## config.mk

```make
export PLATFORM = sky130hd
export DESIGN_NAME = term_stim_mux_flat
export DESIGN_NICKNAME = d
export VERILOG_FILES = /design/src/rtl/term_stim_pkg.sv /design/src/rtl/term_stim_mux_if.sv /design/src/rtl/term_stim_fifo.sv /design/src/rtl/term_stim_mux.sv /design/src/flat_wrapper.sv
export SDC_FILE = /design/constraint.sdc
export NUM_CORES = 1
export LEC_CHECK = 0
export ABC_AREA = 1
export CAP_MARGIN = 20
export CORE_MARGIN = 5
export CORE_UTILIZATION = 35
export DETAILED_ROUTE_END_ITERATION = 7
export DONT_BUFFER_PORTS = 1
export SLEW_MARGIN = 10
export SYNTH_ARGS = -nofsm -noshare
export SYNTH_HDL_FRONTEND = slang
export SYNTH_SLANG_ARGS = --single-unit
```

## constraint.sdc

```tcl
create_clock -name clk -period 4.3 [get_ports clk]
set_clock_uncertainty 0.2 [all_clocks]
set_input_delay 0.215 -clock clk [delete_from_list [all_inputs] [get_ports clk]]
set_output_delay 0.215 -clock clk [all_outputs]
set_load 0.01 [all_outputs]
```

## src/rtl/term_stim_pkg.sv

```systemverilog
// Shared widths, types and the round-robin search used by the terminal stimulus mux.
package term_stim_pkg;

    localparam int NUM_CH_DEF = 4;
    localparam int DATA_W_DEF = 8;
    localparam int DEPTH_DEF  = 8;
    localparam int DROP_W_DEF = 8;
    localparam int CHAN_W     = (NUM_CH_DEF > 1) ? $clog2(NUM_CH_DEF) : 1;

    typedef logic [CHAN_W-1:0]     chan_t;
    typedef logic [DATA_W_DEF-1:0] data_t;

    // Returns {found, index} of the first set mask bit after ptr, wrapping modulo n (n <= 16).
    function automatic logic [4:0] rr_next(input logic [3:0] ptr, input logic [15:0] mask, input int n);
        logic [4:0] res;
        int         idx;
        logic [3:0] idx4;
        res = '0;
        // Walk from the farthest candidate back so the nearest one is kept last.
        for (int i = 16; i >= 1; i--) begin
            if (i <= n) begin
                idx  = (int'(ptr) + i) % n;
                idx4 = 4'(idx);
                if (mask[idx4]) begin
                    res = {1'b1, idx4};
                end
            end
        end
        return res;
    endfunction

endpackage

```

## src/rtl/term_stim_mux_if.sv

```systemverilog
// Stimulus, output stream and status signals of term_stim_mux bundled as one interface.
interface term_stim_mux_if #(
    parameter int NUM_CH = 4,
    parameter int DATA_W = 8,
    parameter int DROP_W = 8
) ();
    localparam int CHAN_BITS = (NUM_CH > 1) ? $clog2(NUM_CH) : 1;

    logic [NUM_CH-1:0]        stim_req;
    logic [NUM_CH*DATA_W-1:0] stim_data;
    logic                     out_valid;
    logic                     out_ready;
    logic [DATA_W-1:0]        out_data;
    logic [CHAN_BITS-1:0]     out_chan;
    logic [NUM_CH-1:0]        ch_full;
    logic [NUM_CH-1:0]        ch_ovf;
    logic [NUM_CH-1:0]        ovf_clr;
    logic [NUM_CH*DROP_W-1:0] drop_cnt;

    // master is the mux itself: it sources the merged stream and the status.
    modport master (
        input  stim_req, stim_data, out_ready, ovf_clr,
        output out_valid, out_data, out_chan, ch_full, ch_ovf, drop_cnt
    );

    modport slave (
        output stim_req, stim_data, out_ready, ovf_clr,
        input  out_valid, out_data, out_chan, ch_full, ch_ovf, drop_cnt
    );
endinterface

```

## src/rtl/term_stim_fifo.sv

```systemverilog
// Per-channel synchronous FIFO; a push into a full FIFO is accepted when a pop happens on the same edge.
module term_stim_fifo
    import term_stim_pkg::*;
#(
    parameter int DATA_W = DATA_W_DEF,
    parameter int DEPTH  = DEPTH_DEF
) (
    input  logic              clk,
    input  logic              rst,
    input  logic              push,
    input  logic [DATA_W-1:0] wr_data,
    input  logic              pop,
    output logic [DATA_W-1:0] rd_data,
    output logic              full,
    output logic              empty
);
    localparam int AW = $clog2(DEPTH);

    logic [AW:0]       wr_ptr_q, wr_ptr_d;
    logic [AW:0]       rd_ptr_q, rd_ptr_d;
    logic [DATA_W-1:0] mem [DEPTH];
    logic              push_ok;
    logic              pop_ok;

    // Pointers carry one extra wrap bit to tell full from empty.
    assign full    = (wr_ptr_q[AW] != rd_ptr_q[AW]) && (wr_ptr_q[AW-1:0] == rd_ptr_q[AW-1:0]);
    assign empty   = (wr_ptr_q == rd_ptr_q);
    assign push_ok = push && (!full || pop);
    assign pop_ok  = pop && !empty;
    assign rd_data = mem[rd_ptr_q[AW-1:0]];

    always_comb begin
        wr_ptr_d = push_ok ? wr_ptr_q + 1'b1 : wr_ptr_q;
        rd_ptr_d = pop_ok  ? rd_ptr_q + 1'b1 : rd_ptr_q;
    end

    always_ff @(posedge clk) begin
        if (rst) begin
            wr_ptr_q <= '0;
            rd_ptr_q <= '0;
        end else begin
            wr_ptr_q <= wr_ptr_d;
            rd_ptr_q <= rd_ptr_d;
        end
    end

    always_ff @(posedge clk) begin
        if (push_ok) begin
            mem[wr_ptr_q[AW-1:0]] <= wr_data;
        end
    end

endmodule

```

## src/rtl/term_stim_mux.sv

```systemverilog
// Merges NUM_CH buffered stimulus byte streams round-robin onto one tagged valid/ready stream,
// keeping a sticky overflow flag and a saturating drop counter per channel.
module term_stim_mux
    import term_stim_pkg::*;
#(
    parameter int NUM_CH = NUM_CH_DEF,
    parameter int DATA_W = DATA_W_DEF,
    parameter int DEPTH  = DEPTH_DEF,
    parameter int DROP_W = DROP_W_DEF
) (
    input  logic           clk,
    input  logic           rst,
    term_stim_mux_if.master bus
);
    localparam int CHAN_BITS = (NUM_CH > 1) ? $clog2(NUM_CH) : 1;

    logic [NUM_CH-1:0]    req_v;
    logic [NUM_CH-1:0]    fifo_full;
    logic [NUM_CH-1:0]    fifo_empty;
    logic [NUM_CH-1:0]    pop_vec;
    logic [NUM_CH-1:0]    drop_v;
    logic [DATA_W-1:0]    fifo_rd [NUM_CH];

    logic [4:0]           grant;
    logic [CHAN_BITS-1:0] grant_idx;
    logic                 load;

    logic                 out_valid_q, out_valid_d;
    logic [DATA_W-1:0]    out_data_q,  out_data_d;
    logic [CHAN_BITS-1:0] out_chan_q,  out_chan_d;
    logic [CHAN_BITS-1:0] rr_q,        rr_d;

    generate
        for (genvar gi = 0; gi < NUM_CH; gi++) begin : g_ch
            logic              ovf_q;
            logic [DROP_W-1:0] drop_q;

            // X/Z on a request line must never write, so only a definite 1 is a request.
            assign req_v[gi]  = (bus.stim_req[gi] === 1'b1);
            assign drop_v[gi] = req_v[gi] && fifo_full[gi] && !pop_vec[gi];

            term_stim_fifo #(
                .DATA_W (DATA_W),
                .DEPTH  (DEPTH)
            ) u_fifo (
                .clk     (clk),
                .rst     (rst),
                .push    (req_v[gi]),
                .wr_data (bus.stim_data[gi*DATA_W +: DATA_W]),
                .pop     (pop_vec[gi]),
                .rd_data (fifo_rd[gi]),
                .full    (fifo_full[gi]),
                .empty   (fifo_empty[gi])
            );

            always_ff @(posedge clk) begin
                if (rst || bus.ovf_clr[gi]) begin
                    ovf_q  <= 1'b0;
                    drop_q <= '0;
                end else if (drop_v[gi]) begin
                    ovf_q <= 1'b1;
                    if (drop_q != '1) begin
                        drop_q <= drop_q + 1'b1;
                    end
                end
            end

            assign bus.ch_full[gi]                      = fifo_full[gi];
            assign bus.ch_ovf[gi]                       = ovf_q;
            assign bus.drop_cnt[gi*DROP_W +: DROP_W]    = drop_q;
        end
    endgenerate

    // Grant uses the FIFO state from before this edge; the granted FIFO pops as the output loads.
    always_comb begin
        grant       = rr_next(4'(rr_q), 16'(~fifo_empty), NUM_CH);
        grant_idx   = CHAN_BITS'(grant[3:0]);
        load        = (!out_valid_q || bus.out_ready) && grant[4];
        pop_vec     = '0;
        out_valid_d = out_valid_q;
        out_data_d  = out_data_q;
        out_chan_d  = out_chan_q;
        rr_d        = rr_q;
        if (load) begin
            pop_vec[grant_idx] = 1'b1;
            out_valid_d        = 1'b1;
            out_data_d         = fifo_rd[grant_idx];
            out_chan_d         = grant_idx;
            rr_d               = grant_idx;
        end else if (bus.out_ready) begin
            out_valid_d = 1'b0;
        end
    end

    always_ff @(posedge clk) begin
        if (rst) begin
            out_valid_q <= 1'b0;
            out_data_q  <= '0;
            out_chan_q  <= '0;
            rr_q        <= '0;
        end else begin
            out_valid_q <= out_valid_d;
            out_data_q  <= out_data_d;
            out_chan_q  <= out_chan_d;
            rr_q        <= rr_d;
        end
    end

    assign bus.out_valid = out_valid_q;
    assign bus.out_data  = out_data_q;
    assign bus.out_chan  = out_chan_q;

endmodule

```

## src/flat_wrapper.sv

```systemverilog
// flat-port wrapper written by rule: the top's interface ports become plain ports
module term_stim_mux_flat import term_stim_pkg::*;
#(
    parameter int NUM_CH = NUM_CH_DEF,
    parameter int DATA_W = DATA_W_DEF,
    parameter int DEPTH  = DEPTH_DEF,
    parameter int DROP_W = DROP_W_DEF
)
  (clk, rst, bus_stim_req, bus_stim_data, bus_out_ready, bus_ovf_clr, bus_out_valid, bus_out_data, bus_out_chan, bus_ch_full, bus_ch_ovf, bus_drop_cnt);
  term_stim_mux_if #(.NUM_CH(NUM_CH), .DATA_W(DATA_W), .DROP_W(DROP_W)) bus_i ();
  input  logic clk;
  input  logic rst;
  input wire logic [$bits(bus_i.stim_req)-1:0] bus_stim_req;
  input wire logic [$bits(bus_i.stim_data)-1:0] bus_stim_data;
  input wire logic [$bits(bus_i.out_ready)-1:0] bus_out_ready;
  input wire logic [$bits(bus_i.ovf_clr)-1:0] bus_ovf_clr;
  output wire logic [$bits(bus_i.out_valid)-1:0] bus_out_valid;
  output wire logic [$bits(bus_i.out_data)-1:0] bus_out_data;
  output wire logic [$bits(bus_i.out_chan)-1:0] bus_out_chan;
  output wire logic [$bits(bus_i.ch_full)-1:0] bus_ch_full;
  output wire logic [$bits(bus_i.ch_ovf)-1:0] bus_ch_ovf;
  output wire logic [$bits(bus_i.drop_cnt)-1:0] bus_drop_cnt;
  assign bus_i.stim_req = bus_stim_req;
  assign bus_i.stim_data = bus_stim_data;
  assign bus_i.out_ready = bus_out_ready;
  assign bus_i.ovf_clr = bus_ovf_clr;
  assign bus_out_valid = bus_i.out_valid;
  assign bus_out_data = bus_i.out_data;
  assign bus_out_chan = bus_i.out_chan;
  assign bus_ch_full = bus_i.ch_full;
  assign bus_ch_ovf = bus_i.ch_ovf;
  assign bus_drop_cnt = bus_i.drop_cnt;
  term_stim_mux #(.NUM_CH(NUM_CH), .DATA_W(DATA_W), .DEPTH(DEPTH), .DROP_W(DROP_W)) u_core (.clk(clk), .rst(rst), .bus(bus_i));
endmodule
```

==> results.txt <==
Power per Cell Area: 569 nW/µm²
Crit path largest cell delay: 0.59 ns
Crit Path Max Fanout: 22
Relative slew slack: 32.9%
Die area: 46900 µm²
Yosys cell types: 38
Seq/Total Area, Yosys: 63.6%
Gp weighted congestion: 0.886
Area grow syn2layout: 15.3%
WL/cell: 18.0 µm
Routed Antenna Nets: 0
Synth top area share: 51.5%
Reg-to-reg critical path startpoint: u_core.g_ch[1].u_fifo.wr_ptr_q[0]
Top Ports: 94
Post-synth EDFFs: 256
Setup crit end kind: flip-flop
Critical-path top delay cell: nor2_1
HP Start: bus_ovf_clr[0]
Mapped Avg Cell Area: 10.6 µm²
Die height: 217 µm
First-pass GRT wire length: 56900 µm
Hold Path Cell Cnt: 4
Fin Hold WS: 0.184 ns
Worst vdd ir: 0.319 mV
CTS Buf Count: 38
Cell Area, Placed: 15500 µm²
Yosys Warn Count: 0
Setup Viol. Count Final: 0
Post-CTS sizing: 0
Pin count of the biggest net entering global routing: 34
Final Hold Vio Count: 0
Crit share post-route: 88.0%
Post-DP HPWL: 24200 µm
Net Count, Synth: 1459
Via density: 5.20
Clock power share: 32.3%
Comb pwr share: 28.3%
DR iter-0 viols: 866
CP Launch Type: flip-flop
Final non-filler cell total: 2024
Clock slew at reported path FFs: 0.06 ns
Post-route design area: 17200 µm²
Top cells by area, synth: edfxtp_1, dfxtp_1, nand2_1, a21oi_1, a221o_1
Starting Density: 35.5%
GR Overflow Total: 0
CP most frequent cell: nand2_1
Sequential power share: 39.5%
Row cnt: 75
Postcts setup bufs: 0
Worst R2R Path Depth: 14
Power Internal: 0.00643 W
Sw frac: 34.4%
DRT Pass-1 Iters: 5
Longest Clk Path Bufs: 3
Total track usage: 15.2%
Crit-path cells: inv_1 > nand2_1 > nand2_1 > nor2_1 > nand3_1 > nand3_1 > nand2_1 > clkinv_2 > nand3_4 > nand2_4 > nand3_4 > nand2_1 > nand3_1 > nor2_1
Hold EP: u_core.g_ch[0].drop_q[0]
Max_cap viols: 0
Initial antenna violation count: 1
CP Data Required Time: 4.28 ns
Final net count: 1509
Worst Max-Slew Pin Slew: 1.00 ns
Setup TNS: 0 ns
Fin crit period: 3.79 ns
Die X: 217 µm
Clock root buffer: clkbuf_16
Worst Path Arrival: 3.76 ns
Post-Syn Area: 14900 µm²
Port Buffer Count: 0
Synth Instances: 1404
Number of global-route vias before repair: 10200
CTS tree: yes
Psw: 0.00337 W
Fmax: 0.264 GHz
Core Util, Final: 40.9%
Ys async rst share: 0%
DRT Wirelength: 36400 µm
Clock Latency Late Sink: 0.55 ns
Post-route DRC: 0
Unrepaired setup endpoints after global routing: false
Outcome: finished clean
Via count: 10500
Num Clock Sinks: 347
WS Path Type: reg2reg
Main synth FF type: edfxtp_1
Min-Delay Path Class: in2reg
Worst reg2reg setup slack: 0.51 ns
Core ar.: 42100 µm²
Share of layout cells above drive strength 1: 9.57%
Placed cells: 1906
Critical R2R Capture: u_core.g_ch[0].u_fifo.mem[0][1]
P_leak: 6.37 nW
Seq cells post-synth: 347
Count of final max-slew check failures: 0
Yosys top cell by area: edfxtp_1
H-tree levels: 2
synth_stat cells, types with 11 or more instances:
library cell	n
nor2_1	89
a21oi_1	197
clkbuf_1	45
a221oi_1	16
nand4_1	41
inv_1	77
dfxtp_1	91
xor2_1	29
inv_2	13
nand2_1	291
ha_1	12
o21ai_0	11
buf_4	12
edfxtp_1	256
a221o_1	48
nand3_1	92
nand2_2	11
metrics by stage:
step,total power [W],setup slack [ns]
after floorplan,0.00596,1.30
after global placement,0.00659,0.704
after detailed placement,0.00665,0.541
after CTS,0.00992,0.526
after global routing,0.0104,0.150
final,0.00981,0.515
final cells by class:
| cell class | count | area (µm²) |
|---|---|---|
| diodes | 1 | 2.50 |
| clock buffers | 52 | 1050 |
| clock inverters | 18 | 159 |
| fillers | 3952 | 24900 |
| inverters | 92 | 347 |
| multi-input cells | 895 | 4750 |
| flip-flops and latches | 347 | 9510 |
| well taps | 539 | 674 |
| repair buffers | 80 | 728 |
how the worst max path moves through the flow:
| stage | start | endpoint | slack [ns] |
|---|---|---|---|
| after floorplan | u_core.bus.out_chan[0] | u_core.g_ch[1].u_fifo.mem[0][0] | 1.30 |
| after global placement | u_core.g_ch[1].u_fifo.wr_ptr_q[0] | u_core.g_ch[0].u_fifo.mem[2][6] | 0.70 |
| after detailed placement | u_core.g_ch[1].u_fifo.wr_ptr_q[0] | u_core.g_ch[0].u_fifo.mem[0][3] | 0.54 |
| after CTS | u_core.g_ch[1].u_fifo.wr_ptr_q[0] | u_core.g_ch[0].u_fifo.mem[0][5] | 0.53 |
| after global routing | u_core.g_ch[1].u_fifo.wr_ptr_q[0] | u_core.g_ch[0].u_fifo.mem[2][2] | 0.15 |
| final | u_core.g_ch[1].u_fifo.wr_ptr_q[0] | u_core.g_ch[0].u_fifo.mem[0][1] | 0.51 |
cells by family (layout without fill, tap and decap cells):
| family | Yosys count | count (layout) | synth area share [%] |
|---|---|---|---|
| DFF | 347 | 347 | 63.6 |
| AOI/OAI and AO/OA | 277 | 277 | 11.4 |
| other | 0 | 1 | 0 |
| buffers and inverters | 162 | 242 | 4.53 |
| adders and majority gates | 12 | 12 | 1.00 |
| xor gates and xnor gates | 37 | 37 | 2.17 |
| and+or+nand+nor | 569 | 569 | 17.3 |
power by group through the flow:
stage | clock [W] | combinational [W] | sequential (W)
final | 0.00317 | 0.00277 | 0.00387
after global routing | 0.00340 | 0.00309 | 0.00388
after CTS | 0.00326 | 0.00280 | 0.00387
after detailed placement | 0 | 0.00271 | 0.00394
after global placement | 0 | 0.00266 | 0.00394
after floorplan | 0 | 0.00207 | 0.00389
repair_timing:
item                       in CTS  in global routing
hold endpoints to repair      502                  0
setup endpoints to repair       0                  0
hold buffers                   47                  0
registers in the layout, summed over array words and instances (netlist names), named ones only:
register	count
u_core.g_ch.u_fifo.wr_ptr_q	16
u_core.g_ch.ovf_q	4
u_core.g_ch.u_fifo.rd_ptr_q	16
u_core.g_ch.drop_q	32
u_core.bus.out_data	8
u_core.bus.out_chan	2
u_core.g_ch.u_fifo.mem	256
u_core.bus.out_valid	1
layout by cell type (no fill, tap or decap), types with 8 or more instances in the layout:
cell / netlist / final
o21ai_0: 11 / 11
nand4_1: 41 / 41
dlygate4sd3_1: 0 / 46
ha_1: 12 / 12
or2_2: 8 / 8
nand2_2: 11 / 11
clkbuf_1: 45 / 10
nand2_1: 291 / 291
dfxtp_1: 91 / 91
clkbuf_16: 0 / 39
nand3_1: 92 / 92
edfxtp_1: 256 / 256
xnor2_1: 8 / 8
buf_4: 12 / 33
nor2_1: 89 / 89
inv_2: 13 / 13
nand3b_1: 8 / 8
inv_1: 77 / 77
a21oi_1: 197 / 197
a221oi_1: 16 / 16
xor2_1: 29 / 29
a221o_1: 48 / 48
critical path: cells and delay by family (launching register included):
family,cells,cell delay [ns]
flops,1,0.49
buf+inv,2,0.17
simple gates,12,2.54
layer usage:
metal | GRT usage, % | part of all wire (%)
met3 | 3.35 | 6.2
met1 | 20.2 | 44
met4 | 5.83 | 3.3
met2 | 24.3 | 46
met5 | 0 | 0
No activity file was read; power rests on OpenSTA's default activity.
